### src/rtl/lfsr_noise_pkg.sv
// lfsr_noise_pkg
// Shared definitions for the LFSR noise generator.
//   - Default parameter constants for lfsr_noise_gen.
//   - tap_mask(width): maximal-length Fibonacci tap mask for widths 8..32.
//     Bit i set means state bit i feeds the XOR. Bit 0 is always set, which
//     is what makes the reverse step possible.
//   - rotl(value, amount, width): rotate left inside a width-bit field.
//   - step_dir_e: direction encoding of the dir input.
// No ports. The package has no configuration macros.
package lfsr_noise_pkg;

  localparam int DEF_WIDTH    = 24;
  localparam int DEF_CHANNELS = 4;
  localparam int DEF_OUT_BITS = 8;
  localparam int DEF_STRIDE   = 5;
  localparam int MAX_WIDTH    = 32;

  typedef enum logic {
    STEP_REV = 1'b0,
    STEP_FWD = 1'b1
  } step_dir_e;

  // Each mask is a primitive polynomial with the x^width term dropped.
  // The low bits give the characteristic polynomial x^W + sum(T[i] x^i).
  function automatic logic [MAX_WIDTH-1:0] tap_mask(input int width);
    logic [MAX_WIDTH-1:0] mask;
    case (width)
      8:       mask = 32'h0000_001D;
      9:       mask = 32'h0000_0021;
      10:      mask = 32'h0000_0081;
      11:      mask = 32'h0000_0201;
      12:      mask = 32'h0000_0C11;
      13:      mask = 32'h0000_1901;
      14:      mask = 32'h0000_3005;
      15:      mask = 32'h0000_4001;
      16:      mask = 32'h0000_A011;
      17:      mask = 32'h0000_4001;
      18:      mask = 32'h0000_0801;
      19:      mask = 32'h0006_4001;
      20:      mask = 32'h0002_0001;
      21:      mask = 32'h0008_0001;
      22:      mask = 32'h0020_0001;
      23:      mask = 32'h0004_0001;
      24:      mask = 32'h00C2_0001;
      25:      mask = 32'h0040_0001;
      26:      mask = 32'h0000_0047;
      27:      mask = 32'h0000_0027;
      28:      mask = 32'h0200_0001;
      29:      mask = 32'h0800_0001;
      30:      mask = 32'h0000_0053;
      31:      mask = 32'h1000_0001;
      32:      mask = 32'h0040_0007;
      default: mask = 32'h0000_0000;
    endcase
    return mask;
  endfunction

  // The value must already fit in width bits. Bits above width come back as
  // zero, so the caller can cast the result down to the field width.
  function automatic logic [MAX_WIDTH-1:0] rotl(input logic [MAX_WIDTH-1:0] value,
                                                input int                   amount,
                                                input int                   width);
    logic [MAX_WIDTH-1:0] field_mask;
    logic [MAX_WIDTH-1:0] result;
    int                   amt;
    amt        = (width > 0) ? (amount % width) : 0;
    field_mask = (width >= MAX_WIDTH) ? '1 : ((32'd1 << width) - 32'd1);
    result     = ((value << amt) | (value >> (width - amt))) & field_mask;
    return result;
  endfunction

endpackage

### src/rtl/lfsr_noise_core.sv
// lfsr_noise_core
// One noise channel. It holds a Fibonacci LFSR state and can step it forward
// or in reverse. A zero state is recovered to 1 on the next step. The low
// OUT_BITS of the post-step state are offered as the channel sample.
//
// Optional feature (macro LFSR_NOISE_WRAP_EN):
//   The channel remembers its reset/loaded seed. wrap_hit flags a step whose
//   new state equals that seed. Without the macro there is no seed register
//   and no wrap_hit port.
//
// Parameters: WIDTH    - state width (8..32)
//             OUT_BITS - sample width (<= WIDTH)
//             ROT      - seed rotation for this channel, already reduced
//                        modulo WIDTH
// Ports: clk, reset (async, active-high)
//        load     - replace the state with the rotated seed
//        seed     - base seed shared by all channels
//        step     - advance the state this cycle
//        dir      - 1 forward, 0 reverse
//        sample   - low OUT_BITS of the state the pending step produces
//        wrap_hit - (macro only) pending step lands back on the stored seed
module lfsr_noise_core
  import lfsr_noise_pkg::*;
#(
  parameter int WIDTH    = DEF_WIDTH,
  parameter int OUT_BITS = DEF_OUT_BITS,
  parameter int ROT      = 0
) (
  input  logic                clk,
  input  logic                reset,
  input  logic                load,
  input  logic [WIDTH-1:0]    seed,
  input  logic                step,
  input  logic                dir,
  output logic [OUT_BITS-1:0] sample
`ifdef LFSR_NOISE_WRAP_EN
  ,
  output logic                wrap_hit
`endif
);

  localparam logic [WIDTH-1:0] TAPS        = WIDTH'(tap_mask(WIDTH));
  localparam logic [WIDTH-1:0] ONE         = WIDTH'(1);
  localparam logic [WIDTH-1:0] RESET_STATE = WIDTH'(rotl(32'd1, ROT, WIDTH));

  logic [WIDTH-1:0] state;
  logic [WIDTH-1:0] next_state;
  logic [WIDTH-1:0] fwd_state;
  logic [WIDTH-1:0] rev_state;
  logic [WIDTH-1:0] load_state;

  // The reverse step undoes the forward shift. The old bit 0 is recovered
  // from the feedback bit, because T[0] = 1 means bit 0 always takes part in
  // the XOR.
  always_comb begin
    fwd_state  = {^(state & TAPS), state[WIDTH-1:1]};
    rev_state  = {state[WIDTH-2:0],
                  state[WIDTH-1] ^ (^(state[WIDTH-2:0] & TAPS[WIDTH-1:1]))};
    next_state = rev_state;
    if (state == '0) begin
      next_state = ONE;
    end else if (step_dir_e'(dir) == STEP_FWD) begin
      next_state = fwd_state;
    end
    load_state = WIDTH'(rotl(MAX_WIDTH'(seed), ROT, WIDTH));
    if (load_state == '0) begin
      load_state = ONE;
    end
  end

  assign sample = next_state[OUT_BITS-1:0];

  always_ff @(posedge clk or posedge reset) begin
    if (reset) begin
      state <= RESET_STATE;
    end else if (load) begin
      state <= load_state;
    end else if (step) begin
      state <= next_state;
    end
  end

`ifdef LFSR_NOISE_WRAP_EN
  logic [WIDTH-1:0] seed_q;

  // The stored seed follows the same reset and load values as the state. A
  // full period therefore ends exactly when the state returns to it.
  always_ff @(posedge clk or posedge reset) begin
    if (reset) begin
      seed_q <= RESET_STATE;
    end else if (load) begin
      seed_q <= load_state;
    end
  end

  assign wrap_hit = (next_state == seed_q);
`endif

endmodule

### src/rtl/lfsr_noise_gen.sv
// lfsr_noise_gen
// Multi-channel LFSR noise source with a valid/ready output. CHANNELS
// independent LFSR cores step together. The output register presents one
// OUT_BITS slice per channel and holds the sample until the consumer takes it.
//
// Optional feature (macro LFSR_NOISE_WRAP_EN):
//   wrap[k] rises with the sample on which channel k returns to its seed.
//   Without the macro, wrap is tied to 0.
//
// Parameters: WIDTH (8..32), CHANNELS, OUT_BITS (<= WIDTH), STRIDE
// Ports: clk, reset (async, active-high)
//        load      - seed load strobe; takes priority over stepping
//        seed      - base seed; channel k gets rotl(seed, k*STRIDE mod WIDTH)
//        enable    - permit stepping
//        dir       - 1 forward, 0 reverse
//        out_ready - consumer accepts out_data
//        out_valid - out_data holds a fresh sample
//        out_data  - channel k in [k*OUT_BITS +: OUT_BITS]
//        wrap      - per-channel period-complete flag, qualified by out_valid
module lfsr_noise_gen
  import lfsr_noise_pkg::*;
#(
  parameter int WIDTH    = DEF_WIDTH,
  parameter int CHANNELS = DEF_CHANNELS,
  parameter int OUT_BITS = DEF_OUT_BITS,
  parameter int STRIDE   = DEF_STRIDE
) (
  input  logic                         clk,
  input  logic                         reset,
  input  logic                         load,
  input  logic [WIDTH-1:0]             seed,
  input  logic                         enable,
  input  logic                         dir,
  input  logic                         out_ready,
  output logic                         out_valid,
  output logic [CHANNELS*OUT_BITS-1:0] out_data,
  output logic [CHANNELS-1:0]          wrap
);

  logic                         step;
  logic [CHANNELS*OUT_BITS-1:0] sample_all;
`ifdef LFSR_NOISE_WRAP_EN
  logic [CHANNELS-1:0]          wrap_hit;
`endif

  // A step is allowed only when the output register is free. The register
  // is free when it holds nothing, or when its sample is being taken this
  // cycle. This gives back-to-back samples while out_ready stays high.
  assign step = enable & ~load & (~out_valid | out_ready);

  for (genvar k = 0; k < CHANNELS; k++) begin : g_chan
    lfsr_noise_core #(
      .WIDTH   (WIDTH),
      .OUT_BITS(OUT_BITS),
      .ROT     ((k * STRIDE) % WIDTH)
    ) u_core (
      .clk     (clk),
      .reset   (reset),
      .load    (load),
      .seed    (seed),
      .step    (step),
      .dir     (dir),
      .sample  (sample_all[k*OUT_BITS +: OUT_BITS])
`ifdef LFSR_NOISE_WRAP_EN
      ,
      .wrap_hit(wrap_hit[k])
`endif
    );
  end

  // Output register. A load drops any pending sample. An accepted sample
  // with no replacement empties the register. A stalled sample keeps its
  // data and flags.
  always_ff @(posedge clk or posedge reset) begin
    if (reset) begin
      out_valid <= 1'b0;
      out_data  <= '0;
    end else if (load) begin
      out_valid <= 1'b0;
    end else if (step) begin
      out_valid <= 1'b1;
      out_data  <= sample_all;
    end else if (out_valid && out_ready) begin
      out_valid <= 1'b0;
    end
  end

`ifdef LFSR_NOISE_WRAP_EN
  always_ff @(posedge clk or posedge reset) begin
    if (reset) begin
      wrap <= '0;
    end else if (load) begin
      wrap <= '0;
    end else if (step) begin
      wrap <= wrap_hit;
    end
  end
`else
  assign wrap = '0;
`endif

endmodule

### config.mk
export PLATFORM = sky130hd
export DESIGN_NAME = lfsr_noise_gen
export DESIGN_NICKNAME = d
export VERILOG_FILES = /design/src/rtl/lfsr_noise_pkg.sv /design/src/rtl/lfsr_noise_core.sv /design/src/rtl/lfsr_noise_gen.sv
export SDC_FILE = /design/constraint.sdc
export NUM_CORES = 1
export LEC_CHECK = 0
export BUFFER_PORTS_ARGS = -buffer_cell sky130_fd_sc_hd__buf_2
export CORE_MARGIN = 2
export CORE_UTILIZATION = 38
export CTS_CLUSTER_DIAMETER = 150
export DETAILED_ROUTE_END_ITERATION = 7
export HOLD_SLACK_MARGIN = 0.03
export SLEW_MARGIN = 20
export SYNTH_ARGS = -nofsm -noshare
export SYNTH_HDL_FRONTEND = slang
export SYNTH_SLANG_ARGS = --single-unit
### constraint.sdc
create_clock -name clk -period 4.3 [get_ports clk]
set_clock_uncertainty 0.1 [all_clocks]
set_input_delay 0.645 -clock clk [delete_from_list [all_inputs] [get_ports clk]]
set_output_delay 0.645 -clock clk [all_outputs]
set_load 0.02 [all_outputs]
==> results.sh <==
export IMPL_finalWorstSetupSlack_ns=1.58
export IMPL_slew_violations=0
export IMPL_clkLatencyLatePin_ns=0.43
export IMPL_grt_first_pass_wirelength_um=28700
export IMPL_initial_core_util=0.387
export IMPL_chipHeight_um=136
export IMPL_globalRoute_totalOverflow=0
export IMPL_power_mw=3.64
export IMPL_post_place_ws_ns=1.16
export IMPL_synth_edff_count=0
export IMPL_viasPerCell=5.82
export IMPL_htree_levels=4
export IMPL_post_dp_hpwl_um=12400
export IMPL_worstSetupPathType="input pin to flip-flop"
export IMPL_slowest_delay_ns=0.89
export IMPL_p_leak_nw=3.69
export IMPL_max_slew_margin=0.370
export IMPL_setup_viol=0
export IMPL_ir_drop_mv=0.281
export IMPL_dieArea_um2=18600
export IMPL_async_flop_share=1.00
export IMPL_critical_path_required_ns=4.56
export IMPL_r2r_start="out_valid$_DFFE_PP0P_"
export IMPL_layout_drive_gt1_share=0.205
export IMPL_final_util=0.446
export IMPL_synth_cell_type_count=42
export IMPL_antenna_found_initial=0
export IMPL_core_area_um2=17200
export IMPL_die_x_um=136
export IMPL_drt_iter0_drc=538
export IMPL_diodes=0
export IMPL_crit_path_start_kind="input pin"
export IMPL_rows=48
export IMPL_cts_made_buffers=17
export IMPL_rsz0062_at_grt="no"
export IMPL_cp_endpoint="g_chan[3].u_core.state[16]$_DFFE_PP0P_"
export IMPL_hold_violations=0
export IMPL_status="finished clean"
export IMPL_reg2reg_slack_ns=1.78
export IMPL_setup_tns_ns=0
export IMPL_crit_arrival_ns=2.98
export IMPL_nets=661
export IMPL_clock_sinks=129
export IMPL_grt_max_degree=84
export IMPL_fmax_ghz=0.367
export IMPL_worst_path_buf_inv=1
export IMPL_holdBufCountCts=0
export IMPL_path_cells="buf_2 > nand3b_1 > a21oi_2 > a221o_1"
export IMPL_num_io_pins=67
export IMPL_wirelength_um=18000
export IMPL_clk_pin_slew_ns=0.05
export IMPL_power_density_nw_per_um2=475
export IMPL_drt_pre_antenna_iters=6
export IMPL_r2r_end="g_chan[3].u_core.state[16]$_DFFE_PP0P_"
export IMPL_grt_pass1_vias=5092
export IMPL_synth_seq_area_share=0.486
export IMPL_gp_congestion=0.861
export IMPL_synthFlopType="dfrtp_1"
export IMPL_ys_ff_latch=129
export IMPL_track_usage=0.205
export IMPL_whs_ns=0.263
export IMPL_vias=5033
export IMPL_min_path_type="input pin to asynchronous set/reset pin"
export IMPL_syn_area_per_cell_um2=11.5
export IMPL_cts_tree="done"
export IMPL_startpoint="load"
export IMPL_path_depth=4
export IMPL_cts_root_buf="clkbuf_16"
export IMPL_fillers=1659
export IMPL_io_buffers=62
export IMPL_synthCells=578
export IMPL_end_kind="flip-flop"
export IMPL_min_period_ns=2.72
export IMPL_fin_crit_sh=0.633
export IMPL_yosys_warnings=0
export IMPL_syn_area_um2=6650
export IMPL_syn_to_final_growth_pct=15.3
export IMPL_cp_max_fo=44
export IMPL_ctsResizeCount=0
export IMPL_reg2reg_depth=4
export IMPL_critical_path_top_delay_family="compound AO/OA/AOI/OAI gates"
export IMPL_critPathSlowestCell="a21oi_2"
export IMPL_wire_per_inst_um=20.9
export IMPL_max_cap_viol_count=0
export IMPL_worst_pin_slew_ns=0.942
export IMPL_post_cts_buffers=0
export IMPL_cts_max_path_buffers=2
export IMPL_drc=0
export IMPL_antenna_left=0
## sequential cells by signal, indices dropped and copies added, names as in the netlist
| signal | count |
|---|---|
| g_chan.u_core.state | 96 |
| out_data | 32 |
| out_valid | 1 |
## area by class of cell
type | count | area [µm²] | share of cell area
Timing Repair Buffer | 69 | 378 | 0.0493
Sequential cell | 129 | 3230 | 0.422
Clock inverter | 5 | 52.6 | 0.00685
Clock buffer | 27 | 493 | 0.0643
Inverter | 11 | 46.3 | 0.00604
Tap cell | 225 | 282 | 0.0367
Multi-Input combinational cell | 399 | 3180 | 0.415
## routing by layer
metal  vias up  wire, µm  track usage
li1       2282         -            -
met1      2579      8300        0.280
met2       127      8410        0.310
met3        45       755       0.0444
met4         0       575        0.101
met5         -         0            0
## placed cells by master (no fill, tap or decap), types with 9 or more instances in the layout
| cell type | netlist | routed |
|---|---|---|
| o21ai_1 | 14 | 14 |
| clkbuf_16 | 0 | 17 |
| and2_1 | 28 | 28 |
| mux2i_1 | 41 | 41 |
| buf_2 | 13 | 61 |
| a221oi_1 | 9 | 9 |
| dfrtp_1 | 125 | 125 |
| a21o_1 | 30 | 30 |
| nor4_1 | 16 | 16 |
| mux2_1 | 27 | 27 |
| xnor2_1 | 16 | 16 |
| a211o_1 | 27 | 27 |
| nor2_1 | 43 | 43 |
| mux2_2 | 25 | 25 |
| a221o_1 | 47 | 47 |
| nand2_1 | 12 | 12 |
| inv_1 | 11 | 10 |
## metrics by stage
| stage | area [µm²] | instances |
|---|---|---|
| 3_5_place_dp | 7120 | 833 |
| 6_report | 7670 | 865 |
| 2_1_floorplan | 6660 | 581 |
| 4_1_cts | 7660 | 865 |
| 3_3_place_gp | 7120 | 833 |
| 5_1_grt | 7670 | 865 |
## how the worst min path moves through the flow
| stage | start | end | slack, ns |
|---|---|---|---|
| 6_report | reset | g_chan[2].u_core.state[23]$_DFFE_PP0P_ | 0.26 |
| 5_1_grt | reset | out_data[26]$_DFFE_PP0P_ | 0.34 |
| 4_1_cts | out_data[31]$_DFFE_PP0P_ | out_data[31]$_DFFE_PP0P_ | 0.37 |
| 3_5_place_dp | out_data[29]$_DFFE_PP0P_ | out_data[29]$_DFFE_PP0P_ | 0.36 |
| 3_3_place_gp | out_data[10]$_DFFE_PP0P_ | out_data[10]$_DFFE_PP0P_ | 0.36 |
| 2_1_floorplan | g_chan[3].u_core.state[8]$_DFFE_PP0P_ | g_chan[3].u_core.state[8]$_DFFE_PP0P_ | 0.39 |
## cell usage after synthesis (5+ instances only)
| master | number | share of area |
|---|---|---|
| and4_1 | 5 | 0.0066 |
| dfrtp_1 | 125 | 0.47 |
| nor4_1 | 16 | 0.015 |
| mux2i_1 | 41 | 0.062 |
| o21bai_1 | 5 | 0.0056 |
| or4_1 | 6 | 0.0068 |
| nor2b_1 | 5 | 0.0047 |
| nand2_1 | 12 | 0.0068 |
| nor2_1 | 43 | 0.024 |
| o21ai_1 | 14 | 0.011 |
| mux2_2 | 25 | 0.042 |
| buf_1 | 6 | 0.0034 |
| nor3_1 | 5 | 0.0038 |
| a221oi_1 | 9 | 0.012 |
| buf_2 | 13 | 0.0098 |
| mux2_1 | 27 | 0.046 |
| and2_1 | 28 | 0.026 |
| a221o_1 | 47 | 0.071 |
| a21o_1 | 30 | 0.034 |
| inv_1 | 11 | 0.0062 |
| xnor2_1 | 16 | 0.021 |
| a211o_1 | 27 | 0.036 |
| clkbuf_1 | 16 | 0.0090 |
## power by group
group          switching (mW)  total [mW]  internal, mW
Sequential              0.177        1.57          1.39
Clock                   0.511        1.35         0.837
Combinational           0.391       0.726         0.334
## worst register-to-register path, cell delays in order (launching register included)
cell and delay [ns]:
dfrtp_1 0.37, nand2b_1 0.15, nand3b_1 0.66, a21oi_2 0.90, a221o_1 0.27
## cells by family (layout without fill, tap and decap cells)
family,Yosys count,after routing,synth area share
buf+inv,53,112,0.0380
other cells,1,4,0.000564
flops,129,129,0.486
compound gates,148,148,0.186
xor+xnor,20,20,0.0263
mux,93,93,0.150
fa+ha+maj,4,4,0.00753
simple gates,130,130,0.105
No activity file was read; power rests on OpenSTA's default activity.
